<file path="src/rtl/axis_pkg.sv">
// -----------------------------------------------------------------------------
// axis_pkg
// Shared definitions for the AXI-stream style frame arbiter:
//   - fsm_state_t : arbiter FSM state encoding (IDLE / BUSY)
//   - SAT_W       : width of the beat counter and the saturating event counters
//   - popcount8   : number of set bits in an 8-bit vector (K is at most 8)
//   - sat_add     : SAT_W-bit add of a small amount that sticks at all-ones
// -----------------------------------------------------------------------------
package axis_pkg;

   localparam int SAT_W = 16;

   typedef enum logic [0:0] {
      ST_IDLE = 1'b0,
      ST_BUSY = 1'b1
   } fsm_state_t;

   function automatic logic [3:0] popcount8(input logic [7:0] vec);
      logic [3:0] cnt;
      cnt = 4'd0;
      for (int i = 0; i < 8; i++) begin
         cnt = cnt + {3'd0, vec[i]};
      end
      return cnt;
   endfunction

   function automatic logic [SAT_W-1:0] sat_add(input logic [SAT_W-1:0] val,
                                                input logic [3:0]       amt);
      logic [SAT_W:0] sum;
      sum = {1'b0, val} + {{(SAT_W-3){1'b0}}, amt};
      if (sum[SAT_W]) begin
         return {SAT_W{1'b1}};
      end else begin
         return sum[SAT_W-1:0];
      end
   endfunction

endpackage

</file>
<file path="src/rtl/axis_frame_arbiter_rr_pick.sv">
// -----------------------------------------------------------------------------
// rr_pick
// Combinational round-robin search. Starting just above last_owner and
// wrapping modulo K, returns the first requester whose req bit is set.
// Ports:
//   req        [K-1:0]     candidate vector
//   last_owner [IDX_W-1:0] index of the previous owner (search starts above it)
//   pick       [K-1:0]     one-hot winner, all zero when no candidate
//   pick_idx   [IDX_W-1:0] binary index of the winner
//   found                  at least one candidate present
// -----------------------------------------------------------------------------
module rr_pick
   import axis_pkg::*;
#(
   parameter int K     = 4,
   parameter int IDX_W = $clog2(K)
) (
   input  logic [K-1:0]     req,
   input  logic [IDX_W-1:0] last_owner,
   output logic [K-1:0]     pick,
   output logic [IDX_W-1:0] pick_idx,
   output logic             found
);

   logic [IDX_W-1:0] cand_s;

   // Walk the K positions after last_owner and latch the first hit.
   always_comb begin
      pick     = {K{1'b0}};
      pick_idx = {IDX_W{1'b0}};
      found    = 1'b0;
      cand_s   = {IDX_W{1'b0}};
      for (int step = 1; step <= K; step++) begin
         cand_s = IDX_W'((int'(last_owner) + step) % K);
         if (!found && req[cand_s]) begin
            found          = 1'b1;
            pick[cand_s]   = 1'b1;
            pick_idx       = cand_s;
         end else begin
         end
      end
   end

endmodule

</file>
<file path="src/rtl/axis_frame_arbiter.sv">
// -----------------------------------------------------------------------------
// axis_frame_arbiter
// Frame-granular round-robin arbiter of K beat streams onto one output stream.
// A requester wins only with a first-of-frame beat; it then owns the output for
// FRAME_BEATS beats. Misaligned beats seen while idle are drained and counted;
// an unexpected first-of-frame beat inside a frame truncates it (abort).
// Ports:
//   clk, rst                 clock, asynchronous active-high reset
//   s_axis_tvalid [K-1:0]    per-requester beat valid
//   s_axis_tdata  [K*N-1:0]  per-requester beat data (requester i at [i*N +: N])
//   s_axis_tfirst [K-1:0]    per-requester first-beat-of-frame flag
//   s_axis_tnext  [K-1:0]    requester beat consumed this cycle
//   m_axis_tnext             downstream consumes the presented beat
//   m_axis_tdata/tfirst/tvalid  granted beat
//   grant         [K-1:0]    one-hot current owner, zero when idle
//   drop_count, abort_count  saturating 16-bit event counters
// -----------------------------------------------------------------------------
module axis_frame_arbiter
   import axis_pkg::*;
#(
   parameter int N           = 4,
   parameter int K           = 4,
   parameter int FRAME_BEATS = 2
) (
   input  logic             clk,
   input  logic             rst,
   input  logic [K-1:0]     s_axis_tvalid,
   input  logic [K*N-1:0]   s_axis_tdata,
   input  logic [K-1:0]     s_axis_tfirst,
   output logic [K-1:0]     s_axis_tnext,
   input  logic             m_axis_tnext,
   output logic [N-1:0]     m_axis_tdata,
   output logic             m_axis_tfirst,
   output logic             m_axis_tvalid,
   output logic [K-1:0]     grant,
   output logic [15:0]      drop_count,
   output logic [15:0]      abort_count
);

   localparam int               IDX_W     = $clog2(K);
   localparam logic [SAT_W-1:0] LAST_BEAT = SAT_W'(FRAME_BEATS - 1);

   typedef struct packed {
      fsm_state_t       fsm;
      logic [K-1:0]     grant;
      logic [IDX_W-1:0] owner;
      logic [SAT_W-1:0] count;       // beats still to go after the current one
      logic [IDX_W-1:0] last_owner;
      logic [SAT_W-1:0] drop_count;
      logic [SAT_W-1:0] abort_count;
   } arb_state_t;

   // last_owner = K-1 so that requester 0 is searched first after reset.
   localparam arb_state_t RESET_STATE = '{
      fsm:         ST_IDLE,
      grant:       {K{1'b0}},
      owner:       {IDX_W{1'b0}},
      count:       {SAT_W{1'b0}},
      last_owner:  IDX_W'(K - 1),
      drop_count:  {SAT_W{1'b0}},
      abort_count: {SAT_W{1'b0}}
   };

   arb_state_t       state_r;
   arb_state_t       next_s;

   logic             busy_s;
   logic             own_valid_s;
   logic             own_first_s;
   logic [N-1:0]     own_data_s;
   logic             abort_s;
   logic             xfer_s;
   logic [K-1:0]     cand_s;
   logic [K-1:0]     drop_mask_s;
   logic [7:0]       drop_pad_s;
   logic [K-1:0]     pick_s;
   logic [IDX_W-1:0] pick_idx_s;
   logic             found_s;

   assign busy_s      = (state_r.fsm == ST_BUSY);
   assign cand_s      = s_axis_tvalid & s_axis_tfirst;
   assign drop_mask_s = s_axis_tvalid & ~s_axis_tfirst;

   rr_pick #(
      .K     (K),
      .IDX_W (IDX_W)
   ) u_rr_pick (
      .req        (cand_s),
      .last_owner (state_r.last_owner),
      .pick       (pick_s),
      .pick_idx   (pick_idx_s),
      .found      (found_s)
   );

   // Select the owner's input lanes and detect a frame that restarts early.
   always_comb begin
      own_valid_s = s_axis_tvalid[state_r.owner];
      own_first_s = s_axis_tfirst[state_r.owner];
      own_data_s  = s_axis_tdata[int'(state_r.owner) * N +: N];
      // A first-of-frame beat anywhere but the opening slot truncates the frame;
      // with FRAME_BEATS == 1 every beat is the opening slot, so this never fires.
      abort_s     = busy_s && own_valid_s && own_first_s && (state_r.count != LAST_BEAT);
   end

   // Output stream and per-requester consume strobes (zero-latency pass-through).
   always_comb begin
      m_axis_tvalid = !rst && busy_s && own_valid_s && !abort_s;
      m_axis_tfirst = !rst && busy_s && own_first_s;
      if (!rst && busy_s) begin
         m_axis_tdata = own_data_s;
      end else begin
         m_axis_tdata = {N{1'b0}};
      end
      xfer_s = m_axis_tvalid && m_axis_tnext;
      if (rst) begin
         s_axis_tnext = {K{1'b0}};
      end else if (busy_s) begin
         s_axis_tnext = state_r.grant & {K{xfer_s}};
      end else begin
         // While idle every misaligned beat is drained immediately.
         s_axis_tnext = drop_mask_s;
      end
   end

   // Next-state computation for the whole registered state.
   always_comb begin
      next_s     = state_r;
      drop_pad_s = 8'd0;
      drop_pad_s[K-1:0] = drop_mask_s;
      case (state_r.fsm)
         ST_IDLE: begin
            next_s.drop_count = sat_add(state_r.drop_count, popcount8(drop_pad_s));
            if (found_s) begin
               next_s.fsm   = ST_BUSY;
               next_s.grant = pick_s;
               next_s.owner = pick_idx_s;
               next_s.count = LAST_BEAT;
            end else begin
            end
         end
         ST_BUSY: begin
            if (abort_s) begin
               // The offending beat is left pending so it can compete again.
               next_s.fsm         = ST_IDLE;
               next_s.grant       = {K{1'b0}};
               next_s.count       = {SAT_W{1'b0}};
               next_s.last_owner  = state_r.owner;
               next_s.abort_count = sat_add(state_r.abort_count, 4'd1);
            end else if (xfer_s) begin
               if (state_r.count == {SAT_W{1'b0}}) begin
                  next_s.fsm        = ST_IDLE;
                  next_s.grant      = {K{1'b0}};
                  next_s.last_owner = state_r.owner;
               end else begin
                  next_s.count = state_r.count - 16'd1;
               end
            end else begin
            end
         end
         default: begin
            next_s = RESET_STATE;
         end
      endcase
   end

   // State register with asynchronous reset.
   always_ff @(posedge clk or posedge rst) begin
      if (rst) begin
         state_r <= RESET_STATE;
      end else begin
         state_r <= next_s;
      end
   end

   assign grant       = state_r.grant;
   assign drop_count  = state_r.drop_count;
   assign abort_count = state_r.abort_count;

endmodule

</file>
<file path="config.mk">
export PLATFORM = sky130hd
export DESIGN_NAME = axis_frame_arbiter
export DESIGN_NICKNAME = d
export VERILOG_FILES = /design/src/rtl/axis_pkg.sv /design/src/rtl/axis_frame_arbiter_rr_pick.sv /design/src/rtl/axis_frame_arbiter.sv
export SDC_FILE = /design/constraint.sdc
export NUM_CORES = 1
export LEC_CHECK = 0
export CAP_MARGIN = 20
export CORE_MARGIN = 2
export CORE_UTILIZATION = 50
export CTS_BUF_LIST = sky130_fd_sc_hd__clkbuf_4 sky130_fd_sc_hd__clkbuf_8
export DETAILED_ROUTE_END_ITERATION = 8
export PLACE_DENSITY = 0.77
export SLEW_MARGIN = 20
export SYNTH_ARGS = -nofsm -noshare
export SYNTH_HDL_FRONTEND = slang
export SYNTH_SLANG_ARGS = --single-unit
</file>
<file path="constraint.sdc">
create_clock -name clk -period 2.55 [get_ports clk]
set_input_delay 0.51 -clock clk [delete_from_list [all_inputs] [get_ports clk]]
set_output_delay 0.51 -clock clk [all_outputs]
set_load 0.01 [all_outputs]
</file>
==> impl_metrics.py, run 1 <==
metrics = {
    "sta": {
        "hold_violations": 0,
        "fmax_mhz": 402,
        "grt_setup_unrepaired": "true",
        "holdWs_ns": 0.536,
        "max-slew-margin-rel_pct": 67.2,
        "final.min_clock_period_ns": 2.49,
        "skew_ns": 0.00885,
        "period_share_pct": 97.7,
        "finalMaxSlewViolations": 0,
        "tightest_slew_ns": 0.485,
        "setup_violations": 0,
    },
    "route": {
        "first_pass_iters": 5,
        "routed_via_density": 5.86,
        "postRouteAntennaNets": 0,
        "routed_wirelength_mm": 10.9,
        "vias": 3894,
        "dr.first_iter.drc_count": 203,
        "wl_per_cell_um": 16.4,
        "drcViolationCount": 0,
    },
    "setup_path": {
        "critPathMaxFanout": 4,
        "end_kind": "flop",
        "r2r-start": "state_r[32]",
        "ff2ff_setup_slack_ns": 0.14,
        "r2r_cells": 6,
        "cp.required_ns": 2.78,
        "cp-start-kind": "primary input",
        "cp.arrival_ns": 2.72,
        "r2r_end": "grant[3]",
        "worstSetupPathType": "in2reg",
    },
    "final_layout": {
        "register_area_um2": 1430,
        "nFillCells": 631,
        "final_cell_mix": "68 x buf_4, 55 x dfrtp_1, 54 x clkdlybuf4s50_1",
        "diodes": 0,
        "area_delta_synth_final_pct": 35.9,
        "layout_commonest_cell": "buf_4",
        "multi_input_area_um2": 2430,
        "nets": 597,
        "final_layout_size_suffix_gt1_share_pct": 27.9,
    },
    "flow_run": {
        "drv_cap": 0,
    },
    "power_and_ir_drop": {
        "clkPwrFrac_pct": 18.0,
        "p_comb_share_pct": 56.7,
        "p_int_mw": 3.50,
        "power_density_nw_per_um2": 1050,
        "vdd_drop_max_v": 0.000513,
        "p_total_mw": 5.84,
        "p_sw_share_pct": 40.0,
        "power.switching_mw": 2.34,
        "seqPwrFrac_pct": 25.3,
        "leakagePower_nw": 2.56,
    },
    "global_routing": {
        "track_usage_pct": 25.9,
        "grt_pass1_wl_mm": 18.2,
        "grt_antenna_before_repair": 0,
        "grt_max_degree": 41,
        "grt_pass1_vias": 3829,
        "overflow": 0,
    },
    "die": {
        "dieWidth_um": 94.6,
        "die_area_um2": 8950,
        "core_area_um2": 8090,
        "placementRows": 33,
        "die_h_um": 94.6,
        "ios": 73,
        "start_util_pct": 50.7,
    },
    "synth": {
        "synth_fp_nets": 492,
        "yosysWarnings": 0,
        "ys_seq_elements": 57,
        "syn-cell-area_um2": 4110,
        "ys_seq_area_share_pct": 34.8,
        "synthCells": 450,
        "ys.flop_type": "dfrtp_1",
        "synth.distinct_cells": 57,
        "synth_edf_count": 0,
        "syn_area_per_cell_um2": 9.13,
        "synthArstFlopShare_pct": 100,
    },
    "clock_tree": {
        "cts_max_path_buffers": 2,
        "htree_levels": 3,
        "cts-root-buf": "clkbuf_8",
        "cts_tree": "done",
        "numClockSinks": 57,
        "clk_pin_slew_ns": 0.07,
        "cts_buffers": 9,
        "cts_hold_buf": 0,
        "clock_latency_ns": 0.34,
    },
    "outcome": {
        "status": "complete, no violations",
    },
    "min_path": {
        "min_path_cells": 2,
        "holdPathEnd": "drop_count[9]",
        "hold_path_class": "reg2reg",
        "hold_start": "drop_count[9]",
    },
    "place": {
        "dp_hpwl_mm": 8.04,
        "port_buffers": 72,
        "gp_congestion": 0.932,
    },
}
## kinds of logic after synthesis
logic type               Yosys count  share of synthesized area, %
AND/OR/NAND/NOR                  206                          27.0
multiplexers                      20                          8.50
XOR/XNOR                          23                          4.91
buffers and inverters             66                          9.41
adder cells (fa/ha/maj)           15                          5.12
flip-flops                        57                          34.8
AO/OA/AOI/OAI                     63                          10.2
## synth_stat cells (all sizes together), types with 9 or more instances
| library cell | instances | area, um2 |
|---|---|---|
| and2 | 10 | 63.8 |
| and3 | 10 | 62.6 |
| buf | 39 | 285 |
| clkbuf | 14 | 52.6 |
| dfrtp | 55 | 1380 |
| ha | 12 | 150 |
| inv | 13 | 48.8 |
| mux4 | 10 | 240 |
| nand2 | 41 | 161 |
| nand3 | 30 | 150 |
| nand4 | 20 | 125 |
| nor2 | 38 | 143 |
| o21ai | 19 | 95.1 |
| xnor2 | 9 | 78.8 |
| xor2 | 14 | 123 |
## per-stage QoR
step                std cells  area, um2  setup slack, ns  utilization [%]  TNS [ns]
floorplan                 450       4130           -0.137                -     -1.44
global placement          642       5170           -0.615             63.9    -17.83
detailed placement        642       5170           -0.691             63.9    -20.02
CTS                       665       5500         0.000104             68.0         0
global route              665       5580          -0.0656             69.0    -0.312
finish                    665       5580           0.0597             69.0         0
## power by group through the flow
stage               sequential [mW]  combinational, mW  clock, mW
floorplan                      1.45               1.92          0
global placement               1.47               3.03          0
detailed placement             1.48               3.13          0
CTS                            1.47               3.25       1.06
global route                   1.52               3.63       1.12
finish                         1.48               3.31       1.05
## state kept, by name (all words and copies together) (netlist names)
signal / cells
drop_count: 16
grant: 4
busy_s: 1
abort_count: 16
state_r: 20
## metal layers
metal  vias to the layer above  GRT usage (%)  wire length, um
li1                       1828              -                -
met4                         0           9.54              254
met5                         -              0                0
met2                       138           42.2             5340
met3                        25           5.59              596
met1                      1903           33.9             4730
## worst max-delay path by stage
stage | from | endpoint | slack (ns) | cells after the start
after global routing | s_axis_tfirst[2] | drop_count[14] | -0.07 | 11
final | s_axis_tfirst[2] | drop_count[15] | 0.06 | 10
after CTS | s_axis_tfirst[1] | s_axis_tnext[1] | 0.0001 | 7
after global placement | s_axis_tvalid[2] | drop_count[15] | -0.61 | 10
after detailed placement | s_axis_tvalid[2] | drop_count[15] | -0.69 | 10
after floorplan | s_axis_tvalid[2] | drop_count[1] | -0.14 | 9
## cell type report
cell class / instances / area share [%]
Sequential cell: 57 / 25.6
Tap cell: 105 / 2.35
Timing Repair Buffer: 146 / 23.3
Multi-Input combinational cell: 328 / 43.5
Clock inverter: 7 / 2.11
Inverter: 13 / 0.874
Clock buffer: 9 / 2.22
## critical path, cell delays in order
cell     delay, ns
buf_6         0.10
or2b_4        0.25
fa_1          0.56
fa_2          0.22
inv_2         0.05
fa_2          0.36
nand4_1       0.18
buf_6         0.16
o21ai_2       0.06
mux2_4        0.28
## timing repair
action | in CTS | in global routing
endpoints found under the setup margin | 31 | 38
pin swaps | 11 | 10
gates resized for setup | 57 | 26
endpoints found under the hold margin | 0 | 0
buffers inserted | 6 | 1
gates cloned | 1 | 0
(Power assumes the default switching activity.)
==> run 2, diff against run 1 <==
Settings changed: RECOVER_POWER from default to 100.
==> run 2 against run 1 <==
  * Die area unchanged
  * Combinational power down 1%
  * Clock-buffer cell count is the same
  * Clock power barely moved
  * Fmax down 0.25%
  * Worst setup slack worse by 0.0062 ns
  * First-iteration DRC count shrank 0.49%
  * Register-to-register slack about the same
  * Global-route usage did not move
  * Utilization shrank 0.23 points
==> impl_metrics.py, run 2 (same netlist as run 1, synthesis figures left out) <==
metrics = {
    "final_layout": {
        "diodes": 0,
        "final_layout_size_suffix_gt1_share_pct": 27.5,
        "largest_register_ff_count": 20,
        "nets": 597,
        "nFillCells": 634,
        "multi_input_area_um2": 2430,
        "layout.cells.non_filler": 665,
        "register_area_um2": 1430,
        "layout_commonest_cell": "buf_4",
        "final_cell_mix": "67 x buf_4, 55 x dfrtp_1, 36 x nor2_1",
        "largest-register": "state_r",
        "area_delta_synth_final_pct": 35.4,
        "finish.instance_area_um2": 5560,
        "final_util_pct": 68.7,
    },
    "power_and_ir_drop": {
        "leakagePower_nw": 2.60,
        "vdd_drop_max_v": 0.000504,
        "power_density_nw_per_um2": 1040,
    },
    "sta": {
        "setup_violations": 0,
        "hold_violations": 0,
        "period_share_pct": 97.9,
        "finalMaxSlewViolations": 0,
        "fmax_mhz": 401,
        "max-slew-margin-rel_pct": 41.2,
        "tightest_slew_ns": 0.882,
        "final.min_clock_period_ns": 2.50,
        "skew_ns": 0.0105,
        "grt_setup_unrepaired": "true",
    },
    "place": {
        "gp_congestion": 0.932,
        "port_buffers": 72,
        "place_area_um2": 5170,
        "place_inst": 642,
        "dp_hpwl_mm": 8.04,
    },
    "die": {
        "placementRows": 33,
        "ios": 73,
        "dieWidth_um": 94.6,
        "die_area_um2": 8950,
        "start_util_pct": 50.7,
        "core_area_um2": 8090,
        "die_h_um": 94.6,
    },
    "global_routing": {
        "grt_pass1_wl_mm": 18.2,
        "overflow": 0,
        "track_usage_pct": 25.9,
        "use_met1_pct": 33.9,
        "grt_pass1_vias": 3829,
        "grt_util_met2_pct": 42.2,
        "grt_max_degree": 41,
        "use_met3_pct": 5.59,
        "grt_antenna_before_repair": 0,
        "busiest_layer": "met2",
    },
    "outcome": {
        "status": "complete, no violations",
    },
    "setup_path": {
        "crit_path_cell_trace": "buf_6 > or2b_4 > fa_1 > fa_2 > inv_2 > fa_2 > nand4_1 > buf_6 > o21ai_2 > mux2_4",
        "cp-start-kind": "primary input",
        "r2r-start": "state_r[32]",
        "end_kind": "flop",
        "cp.arrival_ns": 2.72,
        "cp-startpoint": "s_axis_tfirst[2]",
        "slowest_delay_ns": 0.56,
        "cp.required_ns": 2.78,
        "crit_slowest_cell": "fa_1",
        "critPathMaxFanout": 4,
        "worstSetupPathType": "in2reg",
    },
    "route": {
        "routed_via_density": 5.86,
        "routed_wirelength_mm": 11.0,
        "postRouteAntennaNets": 0,
        "wl_per_cell_um": 16.5,
        "dr.first_iter.drc_count": 202,
        "drcViolationCount": 0,
        "vias": 3896,
        "first_pass_iters": 5,
    },
    "clock_tree": {
        "numClockSinks": 57,
        "clk_pin_slew_ns": 0.07,
        "cts_max_path_buffers": 2,
        "cts_tree": "done",
        "htree_levels": 3,
        "cts-root-buf": "clkbuf_8",
        "cts_buffers": 9,
        "clock_latency_ns": 0.34,
    },
    "flow_run": {
        "drv_cap": 0,
    },
    "min_path": {
        "hold_start": "drop_count[9]",
        "hold_path_class": "reg2reg",
    },
}
[run 2: cell types whose count changed in the layout (fill, tap and decap cells not counted), sizes merged]
cell           change
clkdlybuf4s50     -21
dlygate4sd3       +21
buf                -1
clkbuf             +1
[run 2: final timing paths]
path	to	slack (ns)	depth (start not counted)
max	drop_count[15]	0.05	10
min	drop_count[9]	0.53	2
max reg2reg	grant[3]	0.14	6
min reg2reg	drop_count[9]	0.53	2
max in group asynchronous	state_r[34]	0.28	4
min in group asynchronous	grant[0]	0.92	3
[run 2: repair_timing]
item,in CTS,in global routing
hold buffers,0,0
gates cloned,1,0
pin swaps,11,10
setup buffers,6,1
setup endpoints to repair,31,38
gates resized for setup,57,26
hold endpoints to repair,0,0
[run 2: per-stage QoR]
stage	total power, mW	hold WS, ns	setup slack [ns]	setup TNS (ns)
after detailed placement	4.61	0.522	-0.691	-20.02
after global placement	4.50	0.521	-0.615	-17.83
after global routing	6.22	0.578	-0.0656	-0.312
final	5.80	0.532	0.0535	0
after CTS	5.78	0.543	0.000104	0
after floorplan	3.36	0.493	-0.137	-1.44
[run 2: final cells by class]
cell class                      count  share of cell area, %
Clock buffer                        9                   2.23
Clock inverter                      7                   2.11
Inverter                           13                  0.877
Multi-Input combinational cell    328                   43.7
Sequential cell                    57                   25.7
Tap cell                          105                   2.36
Timing Repair Buffer              146                   23.0
[run 2: worst max-delay path, delay by kind of cell]
family / cells / cell delay (ns)
compound gates: 1 / 0.06
simple gates: 2 / 0.43
fa+ha+maj: 3 / 1.14
mux: 1 / 0.28
buf+inv: 3 / 0.30
[run 2: per-layer routing]
metal | vias up | routed length [um]
li1 | 1832 | -
met1 | 1902 | 4710
met2 | 137 | 5360
met3 | 25 | 614
met4 | 0 | 260
met5 | - | 0
[run 2: power by group]
part	internal (mW)	total [mW]	switching, mW	leakage [nW]
registers	1.20	1.48	0.281	0.740
clock network	0.651	1.05	0.401	0.124
logic	1.62	3.27	1.65	1.73
